### config.mk
export PLATFORM = sky130hd
export DESIGN_NAME = value_display
export DESIGN_NICKNAME = d
export VERILOG_FILES = /design/src/rtl/value_display.sv
export SDC_FILE = /design/constraint.sdc
export NUM_CORES = 1
export LEC_CHECK = 0
export CAP_MARGIN = 20
export CORE_UTILIZATION = 55
export CTS_CLUSTER_DIAMETER = 150
export DETAILED_ROUTE_END_ITERATION = 7
export PLACE_DENSITY = 0.9
export SLEW_MARGIN = 20
export SYNTH_ARGS = -nofsm -noshare
export SYNTH_HDL_FRONTEND = slang
export SYNTH_SLANG_ARGS = --single-unit
### constraint.sdc
create_clock -name clk -period 4.3 [get_ports clk]
set_input_delay 1.29 -clock clk [delete_from_list [all_inputs] [get_ports clk]]
set_output_delay 1.29 -clock clk [all_outputs]
set_load 0.01 [all_outputs]
### src/rtl/value_display.sv
// Purpose: turns a binary reading into DIGITS decimal glyphs plus a suffix glyph over a pixel stream; VALUE_DISPLAY_BLINK_EN adds alarm blinking.
// Latency: VALUE_W+2 cycles from strobe to staged result, shown at the next frame_start; on_display is combinational in x/y.
// Backpressure: none; strobes arriving while busy park in a one-deep pending slot where the newest reading wins.

module font16x32 (
    input  logic [3:0] code,
    input  logic [3:0] col,
    input  logic [4:0] row,
    output logic       pixel
);
    function automatic logic in_box(input logic [4:0] r, input logic [3:0] c,
                                    input int r0, input int r1, input int c0, input int c1);
        return (int'(r) >= r0) && (int'(r) <= r1) && (int'(c) >= c0) && (int'(c) <= c1);
    endfunction

    logic [6:0] seg;
    logic [6:0] seg_hit;

    // Digits are seven-segment bars (bit order gfedcba); 4'ha is '%', every other code is blank.
    always_comb begin
        seg = 7'h00;
        case (code)
            4'h0: seg = 7'h3f;
            4'h1: seg = 7'h06;
            4'h2: seg = 7'h5b;
            4'h3: seg = 7'h4f;
            4'h4: seg = 7'h66;
            4'h5: seg = 7'h6d;
            4'h6: seg = 7'h7d;
            4'h7: seg = 7'h07;
            4'h8: seg = 7'h7f;
            4'h9: seg = 7'h6f;
            default: seg = 7'h00;
        endcase
        seg_hit[0] = in_box(row, col,  1,  3,  3, 12);
        seg_hit[1] = in_box(row, col,  3, 15, 12, 14);
        seg_hit[2] = in_box(row, col, 16, 28, 12, 14);
        seg_hit[3] = in_box(row, col, 28, 30,  3, 12);
        seg_hit[4] = in_box(row, col, 16, 28,  1,  3);
        seg_hit[5] = in_box(row, col,  3, 15,  1,  3);
        seg_hit[6] = in_box(row, col, 14, 17,  3, 12);
        pixel = |(seg & seg_hit);
        if (code == 4'ha) begin
            pixel = in_box(row, col, 2, 7, 1, 5) || in_box(row, col, 24, 29, 10, 14) ||
                    (col == 4'(4'd15 - row[4:1]));
        end
    end
endmodule

module value_display #(
    parameter int         X1           = 0,
    parameter int         Y1           = 0,
    parameter int         DIGITS       = 2,
    parameter int         VALUE_W      = 8,
    parameter logic [3:0] SUFFIX_CODE  = 4'ha,
    parameter int         ALARM_LEVEL  = 80,
    parameter int         BLINK_FRAMES = 30
) (
    input  logic               clk,
    input  logic               rst_n,
    input  logic [VALUE_W-1:0] value,
    input  logic               value_valid,
    input  logic               frame_start,
    input  logic [9:0]         x,
    input  logic [9:0]         y,
    output logic               busy,
    output logic               on_display
);
    localparam int BCD_W   = 4 * DIGITS;
    localparam int MAX_VAL = (DIGITS == 1) ? 9 : (DIGITS == 2) ? 99 : (DIGITS == 3) ? 999 : 9999;

    typedef enum logic [1:0] {IDLE, CONVERT, STORE} state_t;

    state_t             state_q, state_d;
    logic [VALUE_W-1:0] bin_q, bin_d;
    logic [VALUE_W-1:0] pend_val_q, pend_val_d;
    logic               pend_vld_q, pend_vld_d;
    logic [BCD_W-1:0]   bcd_q, bcd_d, bcd_adj;
    logic [BCD_W-1:0]   staged_q, staged_d;
    logic               staged_vld_q, staged_vld_d;
    logic [BCD_W-1:0]   disp_q, disp_d;
    logic [3:0]         cnt_q, cnt_d;

    // Clamping keeps the result inside DIGITS nibbles, so no BCD carry is ever lost.
    function automatic logic [VALUE_W-1:0] clamp(input logic [VALUE_W-1:0] v);
        if (32'(v) > MAX_VAL) return VALUE_W'(MAX_VAL);
        return v;
    endfunction

    always_comb begin
        bcd_adj = bcd_q;
        for (int i = 0; i < DIGITS; i++) begin
            if (bcd_q[4*i +: 4] >= 4'd5) bcd_adj[4*i +: 4] = bcd_q[4*i +: 4] + 4'd3;
        end
    end

    always_comb begin
        state_d      = state_q;
        bin_d        = bin_q;
        bcd_d        = bcd_q;
        cnt_d        = cnt_q;
        pend_val_d   = pend_val_q;
        pend_vld_d   = pend_vld_q;
        staged_d     = staged_q;
        staged_vld_d = staged_vld_q;
        disp_d       = disp_q;

        // Commit uses the registered stage, so a same-cycle STORE waits for the following frame.
        if (frame_start && staged_vld_q) begin
            disp_d       = staged_q;
            staged_vld_d = 1'b0;
        end

        case (state_q)
            IDLE: begin
                if (value_valid || pend_vld_q) begin
                    bin_d      = clamp(value_valid ? value : pend_val_q);
                    bcd_d      = '0;
                    cnt_d      = '0;
                    pend_vld_d = 1'b0;
                    state_d    = CONVERT;
                end
            end
            CONVERT: begin
                {bcd_d, bin_d} = {bcd_adj, bin_q} << 1;
                cnt_d          = cnt_q + 4'd1;
                if (cnt_q == 4'(VALUE_W - 1)) state_d = STORE;
            end
            STORE: begin
                staged_d     = bcd_q;
                staged_vld_d = 1'b1;
                state_d      = IDLE;
            end
            default: state_d = IDLE;
        endcase

        if (value_valid && state_q != IDLE) begin
            pend_val_d = value;
            pend_vld_d = 1'b1;
        end
    end

    always_ff @(posedge clk or negedge rst_n) begin
        if (!rst_n) begin
            state_q      <= IDLE;
            bin_q        <= '0;
            bcd_q        <= '0;
            cnt_q        <= '0;
            pend_val_q   <= '0;
            pend_vld_q   <= 1'b0;
            staged_q     <= '0;
            staged_vld_q <= 1'b0;
            disp_q       <= '0;
        end else begin
            state_q      <= state_d;
            bin_q        <= bin_d;
            bcd_q        <= bcd_d;
            cnt_q        <= cnt_d;
            pend_val_q   <= pend_val_d;
            pend_vld_q   <= pend_vld_d;
            staged_q     <= staged_d;
            staged_vld_q <= staged_vld_d;
            disp_q       <= disp_d;
        end
    end

    assign busy = (state_q != IDLE);

    logic       digits_on;
`ifdef VALUE_DISPLAY_BLINK_EN
    localparam int BCNT_W = $clog2(2 * BLINK_FRAMES + 1);

    logic [BCNT_W-1:0] blink_q, blink_d;
    int unsigned       disp_bin;
    logic              alarm;

    // Counter sits at zero outside the alarm, so each alarm episode starts in the shown phase.
    always_comb begin
        disp_bin = 0;
        for (int i = DIGITS - 1; i >= 0; i--) disp_bin = disp_bin * 32'd10 + 32'(disp_q[4*i +: 4]);
        alarm   = (disp_bin >= ALARM_LEVEL);
        blink_d = blink_q;
        if (!alarm) blink_d = '0;
        else if (frame_start)
            blink_d = (blink_q == BCNT_W'(2 * BLINK_FRAMES - 1)) ? '0 : blink_q + BCNT_W'(1);
        digits_on = !(alarm && blink_q >= BCNT_W'(BLINK_FRAMES));
    end

    always_ff @(posedge clk or negedge rst_n) begin
        if (!rst_n) blink_q <= '0;
        else        blink_q <= blink_d;
    end
`else
    assign digits_on = 1'b1;
`endif

    // Glyph 0 is the leftmost (most significant) digit; glyph DIGITS is the suffix.
    logic [3:0] code [DIGITS+1];
    logic       lead;

    always_comb begin
        lead = 1'b1;
        for (int k = 0; k < DIGITS; k++) begin
            code[k] = disp_q[4*(DIGITS-1-k) +: 4];
            if (lead && code[k] == 4'h0 && k != DIGITS - 1) code[k] = 4'hf;
            else lead = 1'b0;
        end
        code[DIGITS] = SUFFIX_CODE;
    end

    logic [DIGITS:0] glyph_px;

    for (genvar k = 0; k <= DIGITS; k++) begin : g_glyph
        logic [10:0] dx, dy;
        logic        px;
        assign dx = {1'b0, x} - 11'(X1 + 16 * k);
        assign dy = {1'b0, y} - 11'(Y1);
        font16x32 u_font (
            .code  (code[k]),
            .col   (dx[3:0]),
            .row   (dy[4:0]),
            .pixel (px)
        );
        assign glyph_px[k] = px && (dx < 11'd16) && (dy < 11'd32) && ((k == DIGITS) || digits_on);
    end

    assign on_display = |glyph_px;
endmodule

# Word level (Yosys, flattened, before mapping)

Memories as Yosys holds them, arrays and structs flattened.
Cells that the tools add are included.

Output and inout bits: 2
Memories: 2
Memory bits (read-only): 224
Input port bits: 32
Register bits after elaboration: 48
Logic and storage cells: 170

$lt $le $gt $ge: 41
Equal/unequal tests: 10
Add/sub/neg operators: 6
Bitwise operators: 2
Multiplexer cells: 25
Reductions and logical operators: 75

Memories:

| memory          | depth | bits a word | rd ports | clocked after memory_dff | wr ports | RTL line | RTL |
|---|---|---|---|---|---|---|---|
| (no name shown) | 16    | 7           | 1        | 0                        | 0        | 22       | `case (code)` |
| (no name shown) | 16    | 7           | 1        | 0                        | 0        | 22       |  |

Operators with widths:

| operator                                                          | number |
|---|---|
| logical AND 1 bit                                                 | 55 |
| 2-to-1 mux 8 bit                                                  | 5 |
| case mux 8 bit (2 select lines)                                   | 2 |
| less-than comparator 11 x 5 -> 1 bit, second input constant       | 2 |
| greater-or-equal comparator 4 bit, second input constant          | 5 |
| less-or-equal comparator 4 bit, second input constant             | 5 |
| less-or-equal comparator 5 bit, second input constant             | 4 |
| greater-or-equal comparator 5 bit, second input constant          | 3 |
| AND 7 bit                                                         | 2 |
| OR reduction 7 bit                                                | 2 |
| equality test 4 bit                                               | 3 |
| greater-or-equal comparator 4 x 1 -> 1 bit, second input constant | 3 |
| less-or-equal comparator 4 x 3 -> 1 bit, second input constant    | 3 |
| 2-to-1 mux 4 bit                                                  | 3 |
| subtractor 10 x 5 -> 11 bit, second input constant                | 1 |
| subtractor 10 x 6 -> 11 bit, second input constant                | 1 |
| greater-or-equal comparator 5 x 2 -> 1 bit, second input constant | 2 |
| less-than comparator 10 x 5 -> 1 bit, second input constant       | 1 |
| less-than comparator 10 x 6 -> 1 bit, second input constant       | 1 |
| 2-to-1 mux 1 bit                                                  | 10 |
| nonzero test 2 bit                                                | 5 |
| equality test 4 bit, second input constant                        | 2 |
| greater-or-equal comparator 4 x 2 -> 1 bit, second input constant | 2 |
| greater-or-equal comparator 4 x 3 -> 1 bit, second input constant | 2 |
| other kinds (24)                                                  | 35 |

# Logic depth before layout (Yosys ltp)

Gate-level depths: netlist of the first run.

Word-level depth: 10
Depth in mapped cells: 8
Depth with buffers taken out: 8

# Cells and area by module

A second synthesis of the first run with hierarchy kept.

Cells, all modules: 416
Area total of the unflattened synthesis: 3763.6 um^2

By module, submodules not included:

| module                        | area an instance (um^2) | instances | seq. area each (um^2) | cells each |
|---|---|---|---|---|
| value_display                 | 2299.7                  | 1         | 1201.2                | 196 |
| font16x32 (g_glyph[0].u_font) | 501.7                   | 1         | 0.0                   | 72 |
| font16x32 (g_glyph[2].u_font) | 493.0                   | 1         | 0.0                   | 74 |
| font16x32 (g_glyph[1].u_font) | 469.2                   | 1         | 0.0                   | 74 |

# Worst setup path before layout of the first run

Ideal clock, no wire load.

Path type: input to output
Start: in y[8]
End: out on_display
Path slack: 423 ps
Stages: 4
Path buffers: 0
Data required time: 3010 ps
Data arrival time: 2587 ps
Path through: or4_4 or4_1 a31oi_1 a32o_1

Cells in the longest elaborated chain, start to end: 3
Elaborated cells on any way between the ends: 5
Those cells by class: order compare (1); reduce/logical (4)

RTL lines:

| item                                     | RTL line | RTL |
|---|---|---|
| start: declaration                       | 65       | `input logic [9:0] y,` |
| less-than comparator 10 x 6 -> 1 bit (*) | 224      | `assign glyph_px[k] = px && (dx < 11'd16) && (dy < 11'd32) && ((k == DIGITS) \|\| digits_on);` |
| logical AND 1 bit                        | 224      |  |
| OR reduction 3 bit (*)                   | 227      | `assign on_display = \|glyph_px;` |
| end: declaration                         | 67       | `output logic on_display` |

Mark *: on every way between the ends. The rest lies on a longest branch, timed or not.

# Worst setup path after layout of the first run

Start: in y[2]
End: out on_display

Cells in the longest elaborated chain, start to end: 10
Elaborated cells on any way between the ends: 85
Those cells by class: add/sub (1); order compare (15); eq/ne (3); mux (2); bitwise (2); reduce/logical (62)

RTL lines:

| item                                                                     | RTL line | RTL |
|---|---|---|
| greater-or-equal comparator 5 x 1 -> 1 bit, or another cell as far along | n/a      |  |
| logical AND 1 bit, on equally long branches                              | n/a      |  |
| logical AND 1 bit (2 in series)                                          | 13       | `return (int'(r) >= r0) && (int'(r) <= r1) && (int'(c) >= c0) && (int'(c) <= c1);` |
| AND 7 bit or logical OR 1 bit (tied branches)                            | 42, 44   |  |
| OR reduction 7 bit or logical OR 1 bit (tied branches)                   | 42, 44   |  |
| 2-to-1 mux 1 bit                                                         | 43       | `if (code == 4'ha) begin` |
| logical AND 1 bit (2 in series)                                          | 224      |  |
| OR reduction 3 bit (*)                                                   | 227      |  |

Marked as above.

==> results of run 1 <==
metal layers:
metal,routed length [microns],global-route usage,vias to the layer above
met5,0,0,-
met4,84,0.0881,0
met3,307,0.0576,9
met2,3310,0.428,66
met1,2800,0.283,1242
li1,-,-,1219
report_power, final:
group | leakage, uW | total, uW | internal (uW) | switching, uW
clock network | 0.0000400 | 261 | 110 | 151
logic | 0.000936 | 807 | 383 | 424
registers | 0.000596 | 810 | 639 | 171
repair_timing:
item / 4_1_cts / 5_1_grt
setup endpoints to repair: 1 / 1
setup buffers: 1 / 1
resized for setup: 16 / 14
pin swaps: 4 / 8
final cells by class:
type,instances,area share
Clock buffer,5,0.0196
Clock inverter,2,0.00356
Inverter,18,0.0192
Multi-Input combinational cell,231,0.462
Sequential cell,48,0.342
Tap cell,70,0.0249
Timing Repair Buffer,52,0.129
stage by stage:
step / setup TNS (ns) / worst slack (ns) / hold WS (ns)
floorplan: 0 / 0.423 / 0.446
global placement: -0.499 / -0.499 / 0.456
detailed placement: -0.533 / -0.533 / 0.460
CTS: 0 / 0.0210 / 0.473
global route: -0.00390 / -0.00390 / 0.512
finish: 0 / 0.0940 / 0.477
worst max path at each step:
stage	slack [ns]	endpoint	cells past startpoint
2_1_floorplan	0.42	on_display	4
3_3_place_gp	-0.50	on_display	6
3_5_place_dp	-0.53	on_display	8
4_1_cts	0.02	on_display	6
5_1_grt	-0.004	on_display	8
6_report	0.09	on_display	8
worst max-delay path, stage by stage:
cell and delay [ns]:
sky130_fd_sc_hd__dlygate4sd2_1 0.28, sky130_fd_sc_hd__and2_1 0.18, sky130_fd_sc_hd__a31oi_1 0.22, sky130_fd_sc_hd__o21ba_2 0.19, sky130_fd_sc_hd__o31ai_1 0.23, sky130_fd_sc_hd__o2111ai_1 0.16
sky130_fd_sc_hd__a32o_1 0.22, sky130_fd_sc_hd__buf_2 0.14
flip-flops by register name, summed over array words and instances, names as in the netlist:
| signal | flops |
|---|---|
| bcd_q | 8 |
| state_q | 2 |
| pend_vld_q | 1 |
| pend_val_q | 8 |
| staged_q | 8 |
| bin_q | 8 |
| disp_q | 8 |
| staged_vld_q | 1 |
| cnt_q | 4 |
layout by cell type (no fill, tap or decap), types with 3 or more instances in the layout:
cell type / n
sky130_fd_sc_hd__a211oi_1: 4
sky130_fd_sc_hd__a21oi_1: 18
sky130_fd_sc_hd__a31oi_1: 3
sky130_fd_sc_hd__a32o_1: 4
sky130_fd_sc_hd__and2_1: 3
sky130_fd_sc_hd__buf_4: 20
sky130_fd_sc_hd__clkbuf_8: 5
sky130_fd_sc_hd__clkdlybuf4s50_1: 17
sky130_fd_sc_hd__dfrtp_1: 48
sky130_fd_sc_hd__dlygate4sd2_1: 8
sky130_fd_sc_hd__dlymetal6s2s_1: 4
sky130_fd_sc_hd__ha_1: 14
sky130_fd_sc_hd__inv_1: 18
sky130_fd_sc_hd__mux2_2: 23
sky130_fd_sc_hd__mux2i_1: 3
sky130_fd_sc_hd__nand2_1: 23
sky130_fd_sc_hd__nand2b_1: 6
sky130_fd_sc_hd__nand3_1: 3
sky130_fd_sc_hd__nand4_1: 4
sky130_fd_sc_hd__nor2_1: 19
sky130_fd_sc_hd__nor2b_1: 9
sky130_fd_sc_hd__nor3_1: 14
sky130_fd_sc_hd__o21ai_0: 23
sky130_fd_sc_hd__o22ai_1: 8
sky130_fd_sc_hd__o31ai_1: 4
sky130_fd_sc_hd__xnor2_1: 4
sky130_fd_sc_hd__xor2_1: 5
kinds of logic after synthesis:
group | share of synthesized area
xor gates and xnor gates | 0.0270
buffers and inverters | 0.0458
DFF | 0.411
adders and majority gates | 0.0599
and+or+nand+nor | 0.159
AOI/OAI and AO/OA | 0.199
muxes | 0.0988
==> results, run 1 <==
- The total placed instance area is 3400 sq um.
- The number of I/O port buffers is 33.
- The worst min-delay path startpoint is cnt_q[3].
- The data arrival time of the critical path is 2.92 ns.
- Dividing total power by cell area gives a power density of 534 nW/um^2.
- The count of final hold-check violations is 0.
- The number of failing setup endpoints in the final timing report is 0.
- The mapped netlist covers 2920 sq um.
- Clock-pin slew was measured on the worst setup and hold paths at 0.09 ns.
- The class of the most critical hold timing path is flop to flop.
- The synthesized area divided by synthesized cell count is 9.37 sq um.
- The worst-case IR drop observed on VDD is 333 uV.
- Once layout is complete, the utilization of the core stands at 0.689.
- The fraction of layout instances using a drive strength above 1 is 0.180.
- The floorplan step defined a core boundary enclosing 5110 sq um.
- The largest clock skew in the final design is 0.00903 ns.
- The maximum count of clock buffers along a single path is 2.
- At the pin with the least slew margin, the transition time is 0.847 ns.
- Measured against its own limit, the worst slew margin works out to 0.434.
- The path with the worst hold slack has its endpoint at state_q[1].
- 34 I/O pins were placed.
- The routability-driven placement congestion ratio is 0.794.
- The floorplan step set the die width to 74.9 microns.
- The critical path capture point type is a primary output.
- The maximum clock rate is 238 MHz.
- Fill cells in the final layout number 387.
- After synthesis the netlist holds a flip-flop and latch count of 48.
- Of the synthesized area, sequential elements account for 0.411.
- The count of maximum capacitance violations is 0.
- Counting flops with a built-in enable in the synthesized netlist gives 0.
- Relative to the synthesized area, the layout overhead comes to 20.3%.
- The clock tree from TritonCTS is done.
- Along the worst hold path, the cell count comes to 1.
- The initial antenna violation count came to 0.
- The library cell used as clock root buffer is sky130_fd_sc_hd__clkbuf_8.
- Across the whole layout, storage elements account for 1200 sq um.
- The finished cells cover 3520 sq um.
- The number of antenna diodes in the final layout is 0.
- The via count of the first global-routing pass was 2,429.
- The count of hold buffers inserted by post-cts repair is 0.
- After global routing the overflow that remains totals 0.
- The synthesis warning total is 0.
- The peak fanout along the critical path is 5.
- For this run, design rule violations remaining after detail routing come to 0.
- Yosys attributes the largest share of cell area to sky130_fd_sc_hd__dfrtp_1 41%, sky130_fd_sc_hd__mux2_2 8.9%, sky130_fd_sc_hd__ha_1 6.0%, sky130_fd_sc_hd__o21ai_0 4.1%, sky130_fd_sc_hd__a21oi_1 3.3%.
- The max-slew violation count is 0.
- sky130_fd_sc_hd__dfrtp_1 is the most common cell in the netlist.
- In this run the critical register-to-register path is captured at bin_q[1].
- Dividing the detail-routed wire length by the instance count gives 15.2 microns.
- The clock latency on the worst-skew pair is 0.31 ns.
- For flop-to-flop paths, the worst setup slack is 2.62 ns.
- In this run, CTS created clock tree buffers numbering 5.
- The analysis attributes to cell leakage a power of 0.00157 uW.
- The first global-routing pass estimated 10,200 microns of wire.
- The design draws 1880 uW.
- The critical path class is input pin to primary output.
- The finished layout holds 426 standard cells, fillers aside.
- The number of levels the H-tree was split into is 2.
- The routed layout has 2,536 vias.
- Of all cell types, the one taking the most synthesized area is sky130_fd_sc_hd__dfrtp_1.
- Counting instances in the post-synthesis netlist gives the leading cell types as 48 x sky130_fd_sc_hd__dfrtp_1, 24 x sky130_fd_sc_hd__o21ai_0, 23 x sky130_fd_sc_hd__mux2_2, 23 x sky130_fd_sc_hd__nand2_1, 21 x sky130_fd_sc_hd__nor2_1.
- In the global route stage, overall resource usage came out at 0.241.
- The dominant synthesized flop cell is sky130_fd_sc_hd__dfrtp_1.
- The async set-or-reset flop fraction in the synthesized netlist is 1.00.
- Synthesis produced a netlist with a net count of 358.
- The die covers 5610 sq um.
- The placed instance count is 417.
- The timing startpoint of the critical path is y[2].
- The effective utilization at floorplan is 0.573.
- STA puts the critical path data required time at 3.01 ns.
- The time the final worst path needs with I/O delays and setup is 4.21 ns.
- In the finished design, the share of the clock period the worst path needs comes to 0.978.
- The multi-input combinational cell area is 1620 sq um.
- The floorplan has 26 rows.
- The sum of routed wire length over all layers is 6490 microns.
- The first detailed-routing pass took 4 iterations.
- The synthesized instance count is 312.
- The via count normalized by instance count is 5.95.
- The number of cells on the worst reg-to-reg path is 5.
- The kind of launch point of the worst setup path is an input pin.
- The start of the worst register-to-register path is pend_val_q[5].
- The share of synthesized area in the top cell type comes to 0.411.
- Measured along the y axis, the die boundary spans 74.9 microns.
- Clock tree synthesis found a total of 48 sinks.
- In the final design database the tool counted 402 nets.
- After the first detailed-routing iteration, the DRC count stood at 199.
- The post-detailed-placement half-perimeter wirelength is 4690 microns.
- The maximum number of pins on one net before global-route repair is 49.
- The number of different library cells used by synthesis comes to 46.
- The remaining number of nets flagged by the antenna check after routing is 0.
- The flow ran to the end, and the final reports show no timing, DRC or antenna violations.
No activity file was read; power rests on OpenSTA's default activity.
==> inputs of run 2 (changes only) <==
--- a/config.mk
+++ b/config.mk
@@ -5,7 +5,6 @@
 export SDC_FILE = /design/constraint.sdc
 export NUM_CORES = 1
 export LEC_CHECK = 0
-export CAP_MARGIN = 20
 export CORE_UTILIZATION = 55
 export CTS_CLUSTER_DIAMETER = 150
 export DETAILED_ROUTE_END_ITERATION = 7
==> results of run 2 <==
Same layout as run 1: the final DEF is identical, and so are final timing and power.
